$ cat config.mk
export PLATFORM = sky130hd
export DESIGN_NAME = sum_window_accumulator
export DESIGN_NICKNAME = d
export VERILOG_FILES = /design/src/rtl/sum_acc_pkg.sv /design/src/rtl/sum_window_accumulator.sv
export SDC_FILE = /design/constraint.sdc
export NUM_CORES = 1
export LEC_CHECK = 0
export ABC_AREA = 1
export CORE_MARGIN = 2
export CORE_UTILIZATION = 40
export DETAILED_ROUTE_END_ITERATION = 10
export PLACE_DENSITY = 0.6
export SLEW_MARGIN = 20
export SYNTH_ARGS = -nofsm -noshare
export SYNTH_HDL_FRONTEND = slang
export SYNTH_SLANG_ARGS = --single-unit
$ cat constraint.sdc
create_clock -name clk -period 2.2 [get_ports clk]
set_clock_uncertainty 0.1 [all_clocks]
set_input_delay 0.33 -clock clk [delete_from_list [all_inputs] [get_ports clk]]
set_output_delay 0.33 -clock clk [all_outputs]
set_load 0.05 [all_outputs]
$ cat src/rtl/sum_acc_pkg.sv
// Shared constants and width helper for the windowed sum accumulator.
// Imported by the accumulator so callers and the block agree on sample and total widths.
package sum_acc_pkg;

    localparam int unsigned SUM_W          = 9;
    localparam int unsigned DEFAULT_WINDOW = 4;
    localparam int unsigned MAX_WINDOW     = 16;

    // Width that holds WINDOW full-scale samples without wrap.
    function automatic int unsigned acc_width(input int unsigned window);
        return SUM_W + $clog2(window);
    endfunction

endpackage

$ cat src/rtl/sum_window_accumulator.sv
// Accumulates WINDOW adder sums and emits total and peak per window through a
// single-entry registered output slot, back-pressuring only the final sample of a window.
module sum_window_accumulator
    import sum_acc_pkg::*;
#(
    parameter int unsigned WINDOW = DEFAULT_WINDOW,
    parameter int unsigned ACC_W  = acc_width(MAX_WINDOW)
) (
    input  logic             clk,
    input  logic             rst,
    input  logic             clr,
    input  logic             in_valid,
    output logic             in_ready,
    input  logic [SUM_W-1:0] in_data,
    output logic             out_valid,
    input  logic             out_ready,
    output logic [ACC_W-1:0] out_data,
    output logic [SUM_W-1:0] out_peak
);

    localparam int unsigned CNT_W = (WINDOW > 1) ? $clog2(WINDOW) : 1;
    localparam logic [CNT_W-1:0] CNT_LAST = CNT_W'(WINDOW - 1);

    if (WINDOW < 2 || WINDOW > MAX_WINDOW) begin : gen_bad_window
        $error("sum_window_accumulator: WINDOW must be within 2..16");
    end
    if (ACC_W < acc_width(WINDOW)) begin : gen_bad_acc_w
        $error("sum_window_accumulator: ACC_W too narrow for WINDOW full-scale samples");
    end

    logic [ACC_W-1:0] acc_q, acc_d;
    logic [CNT_W-1:0] cnt_q, cnt_d;
    logic [SUM_W-1:0] peak_q, peak_d;
    logic             out_valid_q, out_valid_d;
    logic [ACC_W-1:0] out_data_q, out_data_d;
    logic [SUM_W-1:0] out_peak_q, out_peak_d;

    logic             last;
    logic             accept;
    logic [ACC_W-1:0] acc_sum;
    logic [SUM_W-1:0] peak_new;

    assign last     = (cnt_q == CNT_LAST);
    // Only the closing sample needs the slot, so earlier samples never stall.
    assign in_ready = !clr && !(last && out_valid_q && !out_ready);
    assign accept   = in_valid && in_ready;
    assign acc_sum  = acc_q + ACC_W'(in_data);
    assign peak_new = (in_data > peak_q) ? in_data : peak_q;

    always_comb begin
        acc_d       = acc_q;
        cnt_d       = cnt_q;
        peak_d      = peak_q;
        out_valid_d = out_valid_q;
        out_data_d  = out_data_q;
        out_peak_d  = out_peak_q;

        if (out_valid_q && out_ready) begin
            out_valid_d = 1'b0;
        end

        if (clr) begin
            acc_d  = '0;
            cnt_d  = '0;
            peak_d = '0;
        end else if (accept) begin
            if (last) begin
                // A reload in the draining cycle overrides the clear above.
                out_valid_d = 1'b1;
                out_data_d  = acc_sum;
                out_peak_d  = peak_new;
                acc_d       = '0;
                cnt_d       = '0;
                peak_d      = '0;
            end else begin
                acc_d  = acc_sum;
                peak_d = peak_new;
                cnt_d  = cnt_q + CNT_W'(1);
            end
        end
    end

    always_ff @(posedge clk or posedge rst) begin
        if (rst) begin
            acc_q       <= '0;
            cnt_q       <= '0;
            peak_q      <= '0;
            out_valid_q <= 1'b0;
            out_data_q  <= '0;
            out_peak_q  <= '0;
        end else begin
            acc_q       <= acc_d;
            cnt_q       <= cnt_d;
            peak_q      <= peak_d;
            out_valid_q <= out_valid_d;
            out_data_q  <= out_data_d;
            out_peak_q  <= out_peak_d;
        end
    end

    assign out_valid = out_valid_q;
    assign out_data  = out_data_q;
    assign out_peak  = out_peak_q;

endmodule

==> results.ini, run 1 <==
[status]
status = completed

[detailed_routing]
drc = 0
routed_wirelength_um = 6610
drtAntennaViolNets = 0
drt-pass1-iter-count = 6
via_per_inst = 4.69
wl_per_cell_um = 12.4
initialDrtViolationCount = 116
num_vias = 2490

[clock_tree]
h-tree-depth = 2
cts_root_buffer = clkbuf_8
cts_setup_buffers = 0
cts_sinks = 47
cts_resized = 0
cts_made_buffers = 5
cts_tree = yes
hold_buffers = 0
cts_max_path_buffers = 2
cts.clk_slew.worst_paths_ns = 0.09
worstSkewPairLatency_ns = 0.31

[sta]
rsz0062_at_grt = no
worstMarginPinSlew_ns = 0.510
hold_viol_final = 0
fin_crit_sh_pct = 92.6
tns_ns = 0
layout_setup_ws_ns = 0.162
slew_violations = 0
holdWs_ns = 0.262
setup_viol = 0
min_period_ns = 2.04
clock.fmax_mhz = 491
maxSlewHeadroom_pct = 65.9

[critical_path]
startpoint_type = input port
path_max_fanout = 4
crit_chain = clkdlybuf4s50_1 -> ha_1 -> fa_1 -> nand3_1 -> nand3_1 -> a21oi_1 -> xor2_1 -> nand2_1 -> nand2_1
cpPeakStageDelay_ns = 0.44
regToRegSetupSlack_ns = 0.27
timing.rr.start = acc_q[0]$_DFFE_PP0P_
cp.required_ns = 2.34
arrival_ns = 2.18
regToRegEndpoint = out_data[8]$_DFFE_PP0P_
cpMaxStageDelayCell = clkdlybuf4s50_1
critPathKind = in2reg
cp_num_buf_inv = 1
critPathTopFamily = adder cells
r2r_cells = 8
endpoint_kind = flip-flop

[logic_synthesis]
yosysUniqueCellTypes = 31
syn-num-nets = 410
ys_seq_area_share_pct = 41.0
netlist.area_leader.share_pct = 41.0
yosysTopAreaCell = dfrtp_1
synth_area_leaders = dfrtp_1 41%, nand2_1 18%, nand3_1 8.9%
syn_area_um2 = 2870
yosysWarnings = 0
syn_area_per_cell_um2 = 7.63
ys_ff_latch = 47
synthCells = 376

[layout]
drive_gt1_share_pct = 12.2
nets = 468
syn_to_final_growth_pct = 25.8
final_common_cell = nand2_1
diodes = 0
layout_common_cells = 135 x nand2_1, 51 x nand3_1, 47 x inv_1, 47 x dfrtp_1, 36 x clkdlybuf4s50_1

[die]
die_y_um = 88.7
dieArea_um2 = 7860
core_area_um2 = 6870
die_x_um = 88.7
ios = 38
num_rows = 30
initial_core_util_pct = 41.7

[grt]
antenna_found_initial = 0
grt_usage_pct = 18.7
grt_max_degree = 48
grt_first_pass_wirelength_um = 11400
grt_pass1_vias = 2476
gr-total-overflow = 0

[power_and_ir_drop]
p_leak_nw = 1.92
ir_drop_mv = 0.500
power.total_mw = 3.93
power_density_nw_per_um2 = 1090

[placement]
gp_congestion = 0.831
hpwlAfterDp_um = 4940
port_buffers = 37
place_ws_ns = -0.162

[min_path]
min_path_type = in2async

[run]
cap_violations = 0

-- worst max-delay path by stage --
| stage | startpoint | end | slack, ns | depth (start not counted) |
|---|---|---|---|---|
| after floorplan | out_valid$_DFF_PP0_ | out_data[10]$_DFFE_PP0P_ | 0.06 | 10 |
| after global placement | in_data[0] | out_data[8]$_DFFE_PP0P_ | -0.13 | 9 |
| after detailed placement | in_data[0] | out_data[8]$_DFFE_PP0P_ | -0.16 | 9 |
| after CTS | in_data[0] | out_data[8]$_DFFE_PP0P_ | 0.15 | 9 |
| after global routing | in_data[0] | out_data[8]$_DFFE_PP0P_ | 0.03 | 9 |
| final | in_data[0] | out_data[8]$_DFFE_PP0P_ | 0.16 | 9 |
-- per-stage QoR --
step,area (µm²),utilization (%),cells
2_1_floorplan,2870,-,376
3_5_place_dp,3490,50.8,523
6_report,3610,52.5,531
5_1_grt,3610,52.5,531
3_3_place_gp,3490,50.8,523
4_1_cts,3610,52.5,531
-- worst register-to-register path: stages (launching register included) --
cell and delay (ns):
dfrtp_1 0.39, ha_1 0.21, fa_1 0.39, nand3_1 0.08, nand3_1 0.18, a21oi_1 0.21, xor2_1 0.19, nand2_1 0.07
nand2_1 0.06
-- where the power goes --
| part | internal, mW | switching [mW] | leakage (nW) |
|---|---|---|---|
| registers | 1.12 | 0.143 | 0.623 |
| clock network | 0.368 | 0.305 | 0.0612 |
| logic | 0.715 | 1.28 | 1.24 |
| total | 2.20 | 1.73 | 1.92 |
-- synthesized netlist by cell type (all sizes together) --
library cell / instances
clkinv: 2
nand3b: 3
inv: 49
or2: 1
buf: 7
dfrtp: 47
fa: 1
nand2: 145
o21a: 1
nand3: 53
nor3: 2
nand4: 5
xor2: 1
o21bai: 1
xnor2: 4
o21ai: 14
nor2: 13
a22o: 1
ha: 19
a21oi: 7
-- per-layer routing --
layer	up-vias	GRT usage [%]	share of wire, %
li1	1306	-	-
met1	1142	24.9	48
met2	36	31.5	48
met3	6	3.45	3.5
met4	0	4.41	0.95
met5	-	0	0
-- registers in the layout, summed over array words and instances (netlist names) --
signal,cells
acc_q,13
out_data,13
cnt_q,2
out_peak,9
out_valid,1
peak_q,9
-- cell type report --
cell class	count	area, µm²
clock buffer	6	82.6
clock inverter	2	35.0
fill	664	3260
inverter	51	193
multi-input combinational	271	1440
sequential	47	1180
tap	96	120
timing repair buffer	58	563
-- logic make-up (layout without fill, tap and decap cells) --
| kind of cell | Yosys count | after routing | share of synthesized area (%) |
|---|---|---|---|
| and+or+nand+nor | 222 | 222 | 34.6 |
| buffers and inverters | 58 | 117 | 8.81 |
| DFF | 47 | 47 | 41.0 |
| AOI/OAI and AO/OA | 24 | 24 | 5.02 |
| adders and majority gates | 20 | 20 | 8.99 |
| xor gates and xnor gates | 5 | 5 | 1.53 |
No activity file was read; power rests on OpenSTA's default activity.
==> run 2: changes to the inputs <==
Settings changed: PLACE_DENSITY 0.6 to 0.58.
==> run 2 against run 1 <==
Effect of this change: wire length is 0.30% higher; hold slack better by 0.015 ns; largest cell class unchanged; flip-flop and latch count did not move; sequential power about the same; first-iteration DRC count increased by 20%; critical path type unchanged; combinational power is essentially flat; via count up 2.1%; total power is 3.6% lower; count of clock-buffer cells in the layout stayed put.
==> results.ini, run 2 (synthesis gave the netlist of run 1 again) <==
[sta]
clock.fmax_mhz = 501  ; +2.0%
setup_viol = 0  ; unchanged
holdWs_ns = 0.277  ; +0.0149 ns
hold_viol_final = 0  ; unchanged
slew_violations = 0  ; unchanged
worstMarginPinSlew_ns = 0.499  ; -0.0107 ns
fin_crit_sh_pct = 90.8  ; -1.8 points
rsz0062_at_grt = no
tns_ns = 0  ; unchanged
maxSlewHeadroom_pct = 66.6  ; +0.71 points
min_period_ns = 2.00  ; -0.0406 ns

[layout]
fin_cells = 532  ; +0.19%
fillers = 686  ; +3.3%
layout_common_cells = 135 x nand2_1, 50 x nand3_1, 47 x inv_1, 47 x dfrtp_1, 36 x clkdlybuf4s50_1
drive_gt1_share_pct = 12.8  ; +0.66 points
syn_to_final_growth_pct = 25.6
final_util_pct = 52.4  ; -0.091 points
final_common_cell = nand2_1
diodes = 0  ; unchanged
nets = 470  ; +0.43%

[detailed_routing]
drt-pass1-iter-count = 4  ; -2
routed_wirelength_um = 6630  ; +0.30%
initialDrtViolationCount = 139  ; +20%
num_vias = 2543  ; +2.1%
drc = 0  ; unchanged
via_per_inst = 4.78  ; +1.9%
wl_per_cell_um = 12.5  ; +0.11%
drtAntennaViolNets = 0  ; unchanged

[critical_path]
arrival_ns = 2.09  ; -0.09 ns
critPathKind = in2reg
cp.required_ns = 2.30  ; -0.04 ns
r2r_cells = 8  ; unchanged
startpoint_type = input port
endpoint_kind = flip-flop
regToRegSetupSlack_ns = 0.32  ; +0.05 ns
path_max_fanout = 5  ; +1

[power_and_ir_drop]
ir_drop_mv = 0.381  ; -24%
p_leak_nw = 1.92  ; about the same
power_density_nw_per_um2 = 1050  ; -3.4%

[die]
dieArea_um2 = 7860  ; unchanged
die_x_um = 88.7  ; unchanged
die_y_um = 88.7  ; unchanged
num_rows = 30  ; unchanged
core_area_um2 = 6870  ; unchanged
ios = 38  ; unchanged
initial_core_util_pct = 41.7  ; unchanged

[placement]
placedCellCount = 525  ; +0.38%
hpwlAfterDp_um = 4950  ; +0.31%
port_buffers = 37  ; unchanged
gp_congestion = 0.939  ; +13%

[clock_tree]
cts_root_buffer = clkbuf_8
h-tree-depth = 2  ; unchanged
cts_setup_buffers = 0  ; unchanged
hold_buffers = 0  ; unchanged
cts_tree = yes
cts.clk_slew.worst_paths_ns = 0.09  ; about the same
cts_sinks = 47  ; unchanged
worstSkewPairLatency_ns = 0.30  ; about the same
cts_max_path_buffers = 2  ; unchanged
cts_made_buffers = 5  ; unchanged

[grt]
antenna_found_initial = 0  ; unchanged
gr-total-overflow = 0  ; unchanged
grt_usage_pct = 18.6  ; -0.13 points
grt_first_pass_wirelength_um = 11500  ; +0.97%
grt_max_degree = 48  ; unchanged
grt_pass1_vias = 2487  ; +0.44%

[run]
cap_violations = 0  ; unchanged

[status]
status = completed

[min_path]
min_path_type = in2async

run 2: cell count changes in the layout (fill, tap and decap cells not counted):
cell	delta
a21oi_1	-1
a21oi_2	+1
buf_4	+2
bufinv_16	-1
nand3_1	-1
nand3_2	+1
run 2: layer usage:
metal	wire length [µm]	GRT usage [%]	share of wire [%]	vias up
met2	3240	31.5	49	36
li1	-	-	-	1316
met3	184	2.89	2.8	5
met4	57	3.31	0.86	0
met1	3140	25.3	47	1186
met5	0	0	0	-
run 2: final timing paths:
| check | start | to |
|---|---|---|
| max in group asynchronous | rst | cnt_q[0]$_DFFE_PP0P_ |
| worst min-delay path | rst | out_peak[0]$_DFFE_PP0P_ |
| worst max register to register | acc_q[0]$_DFFE_PP0P_ | out_data[8]$_DFFE_PP0P_ |
| worst min register to register | peak_q[6]$_DFFE_PP0P_ | peak_q[6]$_DFFE_PP0P_ |
| min in group clk | peak_q[6]$_DFFE_PP0P_ | peak_q[6]$_DFFE_PP0P_ |
| worst max-delay path | in_data[2] | out_data[5]$_DFFE_PP0P_ |
run 2: worst max-delay path, stage by stage:
cell and delay (ns):
clkdlybuf4s50_1 0.47, ha_1 0.39, nand2_1 0.10, nand3_1 0.21, nand2_1 0.11, nand2_1 0.06, or2_2 0.28, nand3_1 0.08
nand2_1 0.06
run 2: what timing repair did:
| action | 4_1_cts | 5_1_grt |
|---|---|---|
| setup endpoints to repair | 0 | 4 |
| hold endpoints to repair | 0 | 0 |
| resized for setup | 0 | 2 |
run 2: stage by stage:
| step | cell area [µm²] | setup slack, ns | total power [mW] |
|---|---|---|---|
| final | 3600 | 0.202 | 3.79 |
| after CTS | 3590 | 0.107 | 3.83 |
| after global placement | 3510 | -0.124 | 3.26 |
| after global routing | 3600 | 0.0243 | 4.08 |
| after floorplan | 2870 | 0.0646 | 2.64 |
| after detailed placement | 3510 | -0.195 | 3.28 |
run 2: power breakdown:
part | internal [mW] | switching (mW)
clock network | 0.247 | 0.289
logic | 0.706 | 1.28
registers | 1.12 | 0.146
total | 2.07 | 1.72
run 2: layout make-up:
cell class / count / area [µm²] / area share, %
inverters: 51 / 193 / 5.35
clock buffers: 6 / 82.6 / 2.29
multi-input cells: 271 / 1450 / 40.2
flip-flops and latches: 47 / 1180 / 32.7
clock inverters: 1 / 5.00 / 0.139
repair buffers: 60 / 578 / 16.0
well taps: 96 / 120 / 3.33
==> run 3: changes to the inputs <==
Settings changed: CORE_MARGIN 2 to 5, CTS_CLUSTER_SIZE from default to 40, RECOVER_POWER from default to 100.
==> run 3 against run 2 <==
Effect of this change: setup slack got worse by 0.066 ns; critical endpoint is now out_data[8]$_DFFE_PP0P_; cell count increased by 0.19%; total power increased by 3.1%; non-clock buffer count unchanged; global-route usage decreased by 1.6 points.
==> results.ini, run 3 (synthesis gave the netlist of run 1 again) <==
[sta]
setup_viol = 0  ; unchanged
min_period_ns = 2.06  ; +0.0659 ns
rsz0062_at_grt = no
maxSlewHeadroom_pct = 20.6  ; -46 points
holdWs_ns = 0.378  ; +0.101 ns
hold_viol_final = 0  ; unchanged
clock.fmax_mhz = 485  ; -3.2%
fin_crit_sh_pct = 93.8  ; +3.0 points
tns_ns = 0  ; unchanged
slew_violations = 0  ; unchanged
worstMarginPinSlew_ns = 1.19  ; +0.691 ns

[grt]
antenna_found_initial = 0  ; unchanged
grt_pass1_vias = 2581  ; +3.8%
gr-total-overflow = 0  ; unchanged
grt_max_degree = 48  ; unchanged
grt_usage_pct = 17.0  ; -1.6 points
grt_first_pass_wirelength_um = 12000  ; +4.6%

[power_and_ir_drop]
switching_share_pct = 43.7  ; -1.6 points
power_density_nw_per_um2 = 1100  ; +4.4%
intPower_mw = 2.20  ; +6.1%
seqPwrFrac_pct = 32.1  ; -1.3 points
p_clk_share_pct = 19.4  ; +5.3 points
p_leak_nw = 1.96  ; +1.9%
p_switching_mw = 1.71  ; -0.57%
comb_power_share_pct = 48.5  ; -4.0 points
ir_drop_mv = 0.491  ; +29%
power.total_mw = 3.91  ; +3.1%

[layout]
syn_to_final_growth_pct = 24.1
final_util_pct = 51.8  ; -0.64 points
final_common_cell = nand2_1
layout_common_cells = 144 x nand2_1, 51 x nand3_1, 48 x inv_1, 47 x dfrtp_1, 24 x dlygate4sd3_1
multi_input_area_um2 = 1400  ; -3.0%
regArea_um2 = 1180  ; unchanged
nets = 470  ; unchanged
drive_gt1_share_pct = 8.70  ; -4.1 points
diodes = 0  ; unchanged
fillers = 708  ; +3.2%
fin_cells = 533  ; +0.19%

[detailed_routing]
drtAntennaViolNets = 0  ; unchanged
num_vias = 2544  ; +0.039%
via_per_inst = 4.77  ; -0.15%
wl_per_cell_um = 12.7  ; +2.1%
initialDrtViolationCount = 79  ; -43%
drt-pass1-iter-count = 4  ; unchanged
routed_wirelength_um = 6780  ; +2.3%
drc = 0  ; unchanged

[placement]
port_buffers = 37  ; unchanged
gp_congestion = 0.869  ; -7.5%
hpwlAfterDp_um = 5220  ; +5.3%
placedCellCount = 525  ; unchanged

[critical_path]
regToRegEndpoint = out_data[8]$_DFFE_PP0P_
endpoint_kind = flip-flop
cpPeakStageDelay_ns = 0.44  ; -0.03 ns
crit_chain = clkdlybuf4s50_1 -> ha_1 -> fa_1 -> nand3_1 -> nand3_1 -> a21oi_1 -> xor2_1 -> nand2_1 -> nand2_1
cpMaxStageDelayCell = clkdlybuf4s50_1
crit_path_end = out_data[8]$_DFFE_PP0P_
critPathKind = in2reg
path_max_fanout = 4  ; -1
cp.required_ns = 2.34  ; +0.04 ns
crit_path_start = in_data[0]
critPathTopFamily = adder cells
arrival_ns = 2.21  ; +0.12 ns
cp_num_buf_inv = 1  ; unchanged
cp.depth = 9  ; unchanged
r2r_cells = 8  ; unchanged
regToRegSetupSlack_ns = 0.26  ; -0.06 ns
timing.rr.start = acc_q[0]$_DFFE_PP0P_
startpoint_type = input port

[clock_tree]
cts_made_buffers = 5  ; unchanged
cts_root_buffer = clkbuf_8
cts_sinks = 47  ; unchanged
cts_tree = yes
cts.clk_slew.worst_paths_ns = 0.09  ; about the same
worstSkewPairLatency_ns = 0.31  ; about the same
cts_resized = 0  ; unchanged
hold_buffers = 0  ; unchanged
cts_setup_buffers = 0  ; unchanged
cts_max_path_buffers = 2  ; unchanged
h-tree-depth = 2  ; unchanged

[die]
ios = 38  ; unchanged
initial_core_util_pct = 41.7  ; unchanged
die_x_um = 94.7  ; +6.8%
die_y_um = 94.7  ; +6.8%
num_rows = 30  ; unchanged
dieArea_um2 = 8960  ; +14%
core_area_um2 = 6870  ; unchanged

[status]
status = completed

[min_path]
min_path_type = reg2reg
hold_start = out_peak[5]$_DFFE_PP0P_

[run]
cap_violations = 0  ; unchanged

run 3: power groups by stage:
stage | registers [mW] | clock network (mW) | logic, mW
floorplan | 1.86 | 0 | 0.785
global placement | 1.28 | 0 | 1.99
detailed placement | 1.28 | 0 | 2.01
CTS | 1.27 | 0.780 | 2.02
global route | 1.29 | 0.808 | 2.09
finish | 1.25 | 0.760 | 1.90
run 3: tightest hold or removal path, delay by kind of cell, from the launching register on:
| family | cells | cell delay, ns |
|---|---|---|
| DFF | 1 | 0.35 |
| and+or+nand+nor | 2 | 0.10 |
run 3: worst min path at each step:
stage                                          to  slack [ns]  cells past startpoint
after detailed placement  out_peak[5]$_DFFE_PP0P_        0.36                      2
after CTS                 out_peak[0]$_DFFE_PP0P_        0.28                      3
after global placement    out_peak[0]$_DFFE_PP0P_        0.36                      2
after floorplan               out_valid$_DFF_PP0_        0.33                      1
final                     out_peak[5]$_DFFE_PP0P_        0.38                      2
after global routing      out_peak[7]$_DFFE_PP0P_        0.40                      2
run 3: layer usage:
metal | vias up | track usage (%) | wire length, µm
li1 | 1310 | - | -
met1 | 1186 | 21.5 | 3250
met2 | 40 | 29.3 | 3210
met3 | 8 | 3.51 | 223
met4 | 0 | 4.57 | 93
met5 | - | 0 | 0
run 3: cell type report:
type / count / share of cell area (%)
clock buffer: 6 / 2.04
clock inverter: 2 / 1.69
inverter: 51 / 5.41
multi-input combinational: 271 / 39.5
sequential: 47 / 33.1
tap: 96 / 3.38
timing repair buffer: 60 / 15.0
run 3: stage by stage:
step / instance area, µm² / setup WS (ns)
2_1_floorplan: 2870 / 0.0646
3_3_place_gp: 3490 / -0.132
3_5_place_dp: 3490 / -0.196
4_1_cts: 3630 / 0.117
5_1_grt: 3560 / 0.0158
6_report: 3560 / 0.137
